$ cat config.mk
export PLATFORM = sky130hd
export DESIGN_NAME = ddr_crc5_engine
export DESIGN_NICKNAME = d
export VERILOG_FILES = /design/src/rtl/ddr_crc5_engine.sv
export SDC_FILE = /design/constraint.sdc
export NUM_CORES = 1
export LEC_CHECK = 0
export BUFFER_PORTS_ARGS = -buffer_cell sky130_fd_sc_hd__buf_2
export CELL_PAD_IN_SITES_DETAIL_PLACEMENT = 0
export CELL_PAD_IN_SITES_GLOBAL_PLACEMENT = 1
export CORE_MARGIN = 8
export CORE_UTILIZATION = 45
export DETAILED_ROUTE_END_ITERATION = 8
export GPL_TIMING_DRIVEN = 0
export PLACE_DENSITY_LB_ADDON = 0.1
export SLEW_MARGIN = 20
export SYNTH_ARGS = -nofsm -noshare
export SYNTH_HDL_FRONTEND = slang
export SYNTH_SLANG_ARGS = --single-unit
$ cat constraint.sdc
create_clock -name i_sys_clk -period 2.9 [get_ports i_sys_clk]
set_input_delay 0.29 -clock i_sys_clk [delete_from_list [all_inputs] [get_ports i_sys_clk]]
set_output_delay 0.29 -clock i_sys_clk [all_outputs]
set_load 0.005 [all_outputs]
$ cat src/rtl/ddr_crc5_engine.sv
// CRC-5 engine for the DDR RX path: serialises each received byte MSB first
// through x^5+x^2+1, with a one-deep hold buffer and deferred finalize.
module ddr_crc5_engine #(
  parameter logic [4:0] P_SEED = 5'h1F,
  parameter logic [4:0] P_POLY = 5'h05
) (
  input  logic       i_sys_clk,
  input  logic       i_sys_rst,
  input  logic       i_en,
  input  logic [7:0] i_data,
  input  logic       i_data_valid,
  input  logic       i_last_byte,
  output logic [4:0] o_crc_value,
  output logic       o_crc_valid,
  output logic       o_busy,
  output logic       o_overrun
);

  // state | meaning
  // IDLE  | no frame open, crc parked at seed
  // SHIFT | one message bit folded into crc per clock
  // ACCUM | between bytes, crc held
  // DONE  | result presented until the next frame starts
  localparam logic [1:0] S_IDLE  = 2'd0;
  localparam logic [1:0] S_SHIFT = 2'd1;
  localparam logic [1:0] S_ACCUM = 2'd2;
  localparam logic [1:0] S_DONE  = 2'd3;

  logic [1:0] state_q, state_d;
  logic [4:0] crc_q, crc_d;
  logic [7:0] shreg_q, shreg_d;
  logic [2:0] bitcnt_q, bitcnt_d;
  logic [7:0] hold_q, hold_d;
  logic       hold_full_q, hold_full_d;
  logic       last_pend_q, last_pend_d;
  logic [4:0] crc_value_q, crc_value_d;
  logic       crc_valid_q, crc_valid_d;
  logic       busy_q, busy_d;
  logic       overrun_q, overrun_d;

  logic       byte_ok;
  logic       last_ok;
  logic       fb;
  logic [4:0] crc_shift;

  assign byte_ok   = i_en & i_data_valid;
  assign last_ok   = i_en & i_last_byte;
  assign fb        = crc_q[4] ^ shreg_q[bitcnt_q];
  assign crc_shift = {crc_q[3:0], 1'b0} ^ (fb ? P_POLY : 5'h00);

  always_comb begin
    state_d     = state_q;
    crc_d       = crc_q;
    shreg_d     = shreg_q;
    bitcnt_d    = bitcnt_q;
    hold_d      = hold_q;
    hold_full_d = hold_full_q;
    last_pend_d = last_pend_q;
    overrun_d   = overrun_q;

    case (state_q)
      S_IDLE: begin
        crc_d = P_SEED;
        if (byte_ok) begin
          shreg_d     = i_data;
          bitcnt_d    = 3'd7;
          last_pend_d = last_ok;
          overrun_d   = 1'b0;
          state_d     = S_SHIFT;
        end else if (last_ok) begin
          state_d = S_DONE;
        end
      end

      S_SHIFT: begin
        if (!i_en) begin
          crc_d       = P_SEED;
          hold_full_d = 1'b0;
          last_pend_d = 1'b0;
          state_d     = S_IDLE;
        end else begin
          crc_d = crc_shift;
          if (last_ok) last_pend_d = 1'b1;
          if (byte_ok) begin
            if (hold_full_q) begin
              overrun_d = 1'b1;
            end else begin
              hold_d      = i_data;
              hold_full_d = 1'b1;
            end
          end
          if (bitcnt_q == 3'd0) begin
            // a byte arriving on the last bit with the buffer empty goes straight in
            if (hold_full_q) begin
              shreg_d     = hold_q;
              bitcnt_d    = 3'd7;
              hold_full_d = 1'b0;
            end else if (byte_ok) begin
              shreg_d     = i_data;
              bitcnt_d    = 3'd7;
              hold_full_d = 1'b0;
            end else if (last_pend_q || last_ok) begin
              last_pend_d = 1'b0;
              state_d     = S_DONE;
            end else begin
              state_d = S_ACCUM;
            end
          end else begin
            bitcnt_d = bitcnt_q - 3'd1;
          end
        end
      end

      S_ACCUM: begin
        if (!i_en) begin
          crc_d       = P_SEED;
          last_pend_d = 1'b0;
          state_d     = S_IDLE;
        end else if (byte_ok) begin
          shreg_d     = i_data;
          bitcnt_d    = 3'd7;
          last_pend_d = last_ok;
          state_d     = S_SHIFT;
        end else if (last_ok) begin
          state_d = S_DONE;
        end
      end

      S_DONE: begin
        if (byte_ok) begin
          crc_d       = P_SEED;
          overrun_d   = 1'b0;
          shreg_d     = i_data;
          bitcnt_d    = 3'd7;
          last_pend_d = last_ok;
          state_d     = S_SHIFT;
        end
      end

      default: begin
        crc_d   = P_SEED;
        state_d = S_IDLE;
      end
    endcase

    crc_valid_d = (state_d == S_DONE);
    crc_value_d = (state_d == S_DONE && state_q != S_DONE) ? crc_d : crc_value_q;
    busy_d      = (state_d == S_SHIFT) | hold_full_d;
  end

  always_ff @(posedge i_sys_clk or negedge i_sys_rst) begin
    if (!i_sys_rst) begin
      state_q     <= S_IDLE;
      crc_q       <= P_SEED;
      shreg_q     <= 8'h00;
      bitcnt_q    <= 3'd0;
      hold_q      <= 8'h00;
      hold_full_q <= 1'b0;
      last_pend_q <= 1'b0;
      crc_value_q <= 5'h00;
      crc_valid_q <= 1'b0;
      busy_q      <= 1'b0;
      overrun_q   <= 1'b0;
    end else begin
      state_q     <= state_d;
      crc_q       <= crc_d;
      shreg_q     <= shreg_d;
      bitcnt_q    <= bitcnt_d;
      hold_q      <= hold_d;
      hold_full_q <= hold_full_d;
      last_pend_q <= last_pend_d;
      crc_value_q <= crc_value_d;
      crc_valid_q <= crc_valid_d;
      busy_q      <= busy_d;
      overrun_q   <= overrun_d;
    end
  end

  assign o_crc_value = crc_value_q;
  assign o_crc_valid = crc_valid_q;
  assign o_busy      = busy_q;
  assign o_overrun   = overrun_q;

endmodule

After elaboration in Yosys (flattened, before gate mapping)
Cells that the tools add are included.

cells by class
  multiplexer cells = 49
  add/subtract/negate cells = 1
  shift-type cells = 0
  $mul = 0
  bitwise logic cells = 6
  magnitude comparators = 1
  eq/ne operators = 12
  div/mod/pow operators = 0
  reductions and logical operators = 10

operator list
  kind                                                         number
  2-to-1 mux 8 bit                                             5
  case mux 8 bit (3 select lines)                              1
  2-to-1 mux 1 bit                                             20
  case mux 5 bit (4 select lines)                              1
  2-to-1 mux 3 bit                                             6
  2-to-1 mux 2 bit                                             8
  2-to-1 mux 5 bit                                             3
  != test 2 bit (second input constant)                        6
  case mux 3 bit (3 select lines)                              1
  case mux 2 bit (4 select lines)                              1
  == test 2 bit (second input constant)                        3
  AND reduction 5 bit                                          1
  bitwise XOR 5 x 3 -> 5 bit                                   1
  == test 2 x 1 -> 1 bit (second input constant)               2
  less-than comparator 3 x 4 -> 1 bit (second input constant)  1
  AND reduction 4 bit                                          1
  binary-select mux 1 bit (select 3 bit)                       1
  zero test 3 bit                                              1
  case mux 1 bit (3 select lines)                              1
  AND reduction 3 bit                                          1
  subtractor 3 x 1 -> 3 bit (second input constant)            1
  bitwise AND 1 bit                                            2
  zero test 2 bit                                              1
  != test 2 x 1 -> 1 bit (second input constant)               1
  9 further kinds                                              9

storage, ports and cells
  register bits = 36
  memories = 0
  bits in latches = 0
  input bits = 13
  ROM bits = 0
  output and inout bits = 8
  bits in writable memories = 0
  word-level logic and storage cells = 90

Logic depth before layout (Yosys ltp)
  word-level depth = 10
  mapped depth = 9
  gate-level depth less buffers = 8

Worst setup path before layout
No wires, ideal clock.

  kind = flip-flop to flip-flop
  start point = reg state_q[0]
  end point = reg crc_value_q[1], in the netlist o_crc_value[1]
  path buffers = 1
  clock period less this slack = 2090 ps
  arrival time = 1965 ps
  setup time = 125 ps
  stages on the path, launching flop included = 10
  path slack = 810 ps
  path through = dfrtp_1 > inv_1 > ha_1 > buf_2 > nand3b_1 > nor4_2 > a311oi_2 > clkinv_2 > nand3_4 > mux2_4

on the way
  longest elaborated chain between the ends = 7
  elaborated cells between the ends (all ways) = 17
  those cells by class = 5 x eq/ne; 10 x mux; 2 x reduce/logical

ends and longest elaborated chain
  element                              RTL line  source
  start: declaration                   29        logic [1:0] state_q, state_d;
  start signal: assignment             165       state_q <= state_d;
  2-to-1 mux 2 bit                     98        end else if (byte_ok) begin
  2-to-1 mux 2 bit                     94        if (hold_full_q) begin
  2-to-1 mux 2 bit                     92        if (bitcnt_q == 3'd0) begin
  2-to-1 mux 2 bit                     76        if (!i_en) begin
  case mux 2 bit (4 select lines) (*)  61        case (state_q)
  net state_d[0]                       29
  == test 2 bit (*)                    147       crc_value_d = (state_d == S_DONE && state_q != S_DONE) ? crc_d : crc_value_q;
  logical AND 1 bit (*)                147
  end signal: assignment               172       crc_value_q <= crc_value_d;
  end: declaration                     36        logic [4:0] crc_value_q, crc_value_d;

The timed path passes the listed nets; every way through them passes the cells marked *.
A chain may end at the register's enable or synchronous reset.

Worst setup path in the final report
  start point = reg state_q[0]
  end point = reg shreg_q[1]

on the way
  longest elaborated chain between the ends = 3
  elaborated cells between the ends (all ways) = 10
  those cells by class = 6 x eq/ne; 1 x mux; 3 x reduce/logical

ends and longest elaborated chain
  element                                                                 RTL line  source
  == test 2 bit, or another cell as far along                             61
  OR reduction 2 bit (no line) or != test 2 bit (tied branches)           -
  case mux 8 bit (3 select lines) or AND reduction 3 bit (tied branches)  -
  end signal: assignment                                                  167       shreg_q <= shreg_d;
  end: declaration                                                        31        logic [7:0] shreg_q, shreg_d;

Parallel ways exist; a longest one is shown, timed or not.

==> flow_metrics.tcl <==
set metrics [dict create \
    min_period_ps 2513 \
    r2r_end "shreg_q[1]$_DFFE_PN0P_" \
    criticalPathCategory "reg -> reg" \
    root_buffer "clkbuf_8" \
    startpoint_type "register" \
    io_buffers 20 \
    wirelength_microns 4240 \
    final_nets 226 \
    row_count 24 \
    ant_nets 0 \
    drt-met1-wl_microns 1847 \
    mostFrequentLayoutCell "dfrtp_1" \
    antenna_found_initial 0 \
    cts_hold_buf 0 \
    required_ps 3110 \
    most-common-layout-cells "dfrtp_1 (31), buf_2 (23), a21oi_1 (20)" \
    synth_warnings 0 \
    arrival_ps 2730 \
    die_w_microns 81.76 \
    synth_cells 179 \
    crit-reg2reg-launch "state_q[0]$_DFF_PN0_" \
    p_clk_share_pct 17.4 \
    first_pass_iters 4 \
    crit_chain "inv_1 > ha_1 > buf_2 > o21bai_1 > a21boi_4 > a21boi_2 > nor2_1 > a21oi_1" \
    synth_top_family_by_area "compound AO/OA/AOI/OAI gates" \
    synth_top_flop_cell "dfrtp_1" \
    synth_area_sq_um 1946 \
    clkLatencyLatePin_ps 290 \
    seq_area_frac_synth_pct 46.62 \
    seqPwrFrac_pct 36.7 \
    synthSimpleGateAreaFrac_pct 13.89 \
    intPower_w 0.001573 \
    tns_ps 0 \
    fin_skew_ps 4.194 \
    initial_core_util_pct 45.63 \
    r2r_setup_slack_ps 390 \
    grt.total_usage_pct 14.09 \
    syn-num-nets 199 \
    ioPinCount 21 \
    multi_input_area_sq_um 984.7 \
    power_frac_comb_pct 45.9 \
    seq_area_sq_um 907.1 \
    final_cell_area_sq_um 2222 \
    grt_start_max_net_pins 37 \
    drc 0 \
    wl_met2_microns 2181 \
    muxShareOfSynthArea_pct 11.45 \
    clk_pin_slew_ps 80 \
    r2r_cells 8 \
    maxSlewHeadroom_pct 45.82 \
    first_global_vias 1536 \
    p_per_area_nw_per_um2 1147 \
    finish.utilization_pct 52.11 \
    synth-compound-area-share_pct 19.42 \
    antennaDiodeCount 0 \
    synth_area_leaders "dfrtp_1 (40%), dfstp_2 (6.8%), a21oi_1 (5.1%)" \
    dieArea_sq_um 6684 \
    cts_sinks 36 \
    synth_seq_cells 36 \
    core_sq_um 4264 \
    gr-total-overflow 0 \
    vias 1496 \
    crit_slowest_cell "dfrtp_1" \
    p_leak_nw 0.9733 \
    globalplace.congestion 0.8478 \
    max_stage_delay_ps 500 \
    top_layer_used "met4" \
    cts_tree "done" \
    hp-class "in -> async" \
    yosysTopAreaCellShare_pct 39.87 \
    setup.worst_path.end "shreg_q[1]$_DFFE_PN0P_" \
    crit_fanout 10 \
    fmax_mhz 397.9 \
    grt_setup_unrepaired "no" \
    maxCapViolCount 0 \
    synth_area_per_cell_sq_um 10.87 \
    drt_iter0_markers 73 \
    end_kind "register" \
    cts_resized 0 \
    swShare_pct 38.27 \
    setup_violations 0 \
    ir_worst_vdd_uv 446.3 \
    drv_slew 0 \
    fill_cells 412 \
    synthAdderAreaFrac_pct 4.502 \
    fin_crit_sh_pct 86.66 \
    postPlaceCellArea_sq_um 2111 \
    synth_enable_flop_cells 0 \
    ys_async_sr_fraction_pct 100.0 \
    hold_viol 0 \
    area_growth_syn_to_layout_pct 14.21 \
    clockBufferDepth 2 \
    cts_made_buffers 5 \
    worst_slew_pin_slew_ps 812.7 \
    synth-xor-area-share_pct 1.350 \
    die_y_microns 81.76 \
    synth_largest_area_cell "dfrtp_1" \
    place_hpwl_microns 3033 \
    status "finished clean" \
    p_sw_w 0.0009752 \
    ys_types 43 \
    vias_per_cell 5.776 \
    grt_pass1_wl_microns 7300 \
    wl_per_cell_microns 16.37 \
    routed-wl-met3_microns 190 \
    postCtsSetupBuffers 0 \
    layout-drive-gt1-share_pct 28.02 \
    htree_levels 2 \
    crit_start "state_q[0]$_DFF_PN0_" \
]
## cells by family (layout without fill, tap and decap cells)
group / after synthesis / after routing
multiplexers: 16 / 16
adder cells (fa/ha/maj): 7 / 7
flip-flops: 36 / 36
AND/OR/NAND/NOR: 52 / 52
AO/OA/AOI/OAI: 53 / 53
XOR/XNOR: 3 / 3
buffers and inverters: 12 / 40
## synthesized netlist by cell type (2+ instances only)
cell	instances
dfrtp_1	31
a21oi_1	20
nor2_1	16
nand2_1	14
o22ai_1	10
mux2_2	8
ha_1	7
inv_1	6
dfstp_2	5
o21ai_0	5
and2_1	4
mux2_4	4
nand3_1	4
nor2b_1	4
buf_2	3
nand2b_1	3
xnor2_1	3
a221oi_1	2
mux2i_1	2
mux4_1	2
o21bai_1	2
o32ai_1	2
or3_1	2
## worst max-delay path: cells and delay by family, from the launching register on
kind / cells / cell delay [ps]
AOI/OAI and AO/OA: 4 / 1330
DFF: 1 / 500
buffers and inverters: 2 / 300
adders and majority gates: 1 / 210
and+or+nand+nor: 1 / 100
## metrics by stage
| stage | setup slack (ps) | cells | total power (W) | hold WS (ps) |
|---|---|---|---|---|
| global placement | 536.2 | 251 | 0.002063 | 416.4 |
| finish | 386.8 | 259 | 0.002548 | 84.71 |
| floorplan | 809.8 | 179 | 0.001810 | -5.591 |
| CTS | 423.5 | 259 | 0.002566 | 114.2 |
| detailed placement | 434.1 | 251 | 0.002110 | 426.9 |
| global route | 141.1 | 259 | 0.002760 | 147.3 |
## final cells by class
cell class              count  share of cell area (%)
well taps                  52                   2.928
flip-flops and latches     36                   40.82
clock inverters             3                   1.914
inverters                   7                   1.239
repair buffers             20                   4.505
plain buffers               5                   1.182
multi-input cells         131                   44.31
clock buffers               5                   3.097
## registers in the layout, indices dropped and copies added (netlist names)
name         flops
o_busy           1
o_crc_valid      1
last_pend_q      1
shreg_q          8
hold_q           8
o_overrun        1
crc_q            5
bitcnt_q         3
o_crc_value      5
state_q          2
hold_full_q      1
## metal layers
layer,track usage (%),vias up
met2,24.70,25
met1,16.15,762
met3,4.267,4
met5,0,-
met4,4.035,0
li1,-,705
## how the worst min path moves through the flow
stage | end | slack, ps
2_1_floorplan | bitcnt_q[0]$_DFFE_PN0P_ | -6
3_3_place_gp | state_q[1]$_DFF_PN0_ | 420
3_5_place_dp | state_q[1]$_DFF_PN0_ | 430
4_1_cts | state_q[1]$_DFF_PN0_ | 110
5_1_grt | last_pend_q$_DFF_PN0_ | 150
6_report | last_pend_q$_DFF_PN0_ | 80
## power groups by stage
| stage | clock network [W] | logic (W) | registers [W] |
|---|---|---|---|
| final | 0.000442 | 0.00117 | 0.000935 |
| after global routing | 0.000476 | 0.00132 | 0.000969 |
| after CTS | 0.000453 | 0.00118 | 0.000934 |
| after detailed placement | 0 | 0.00117 | 0.000943 |
| after global placement | 0 | 0.00113 | 0.000933 |
| after floorplan | 0 | 0.000905 | 0.000905 |
Note: power is estimated with default switching activity, not from simulation.
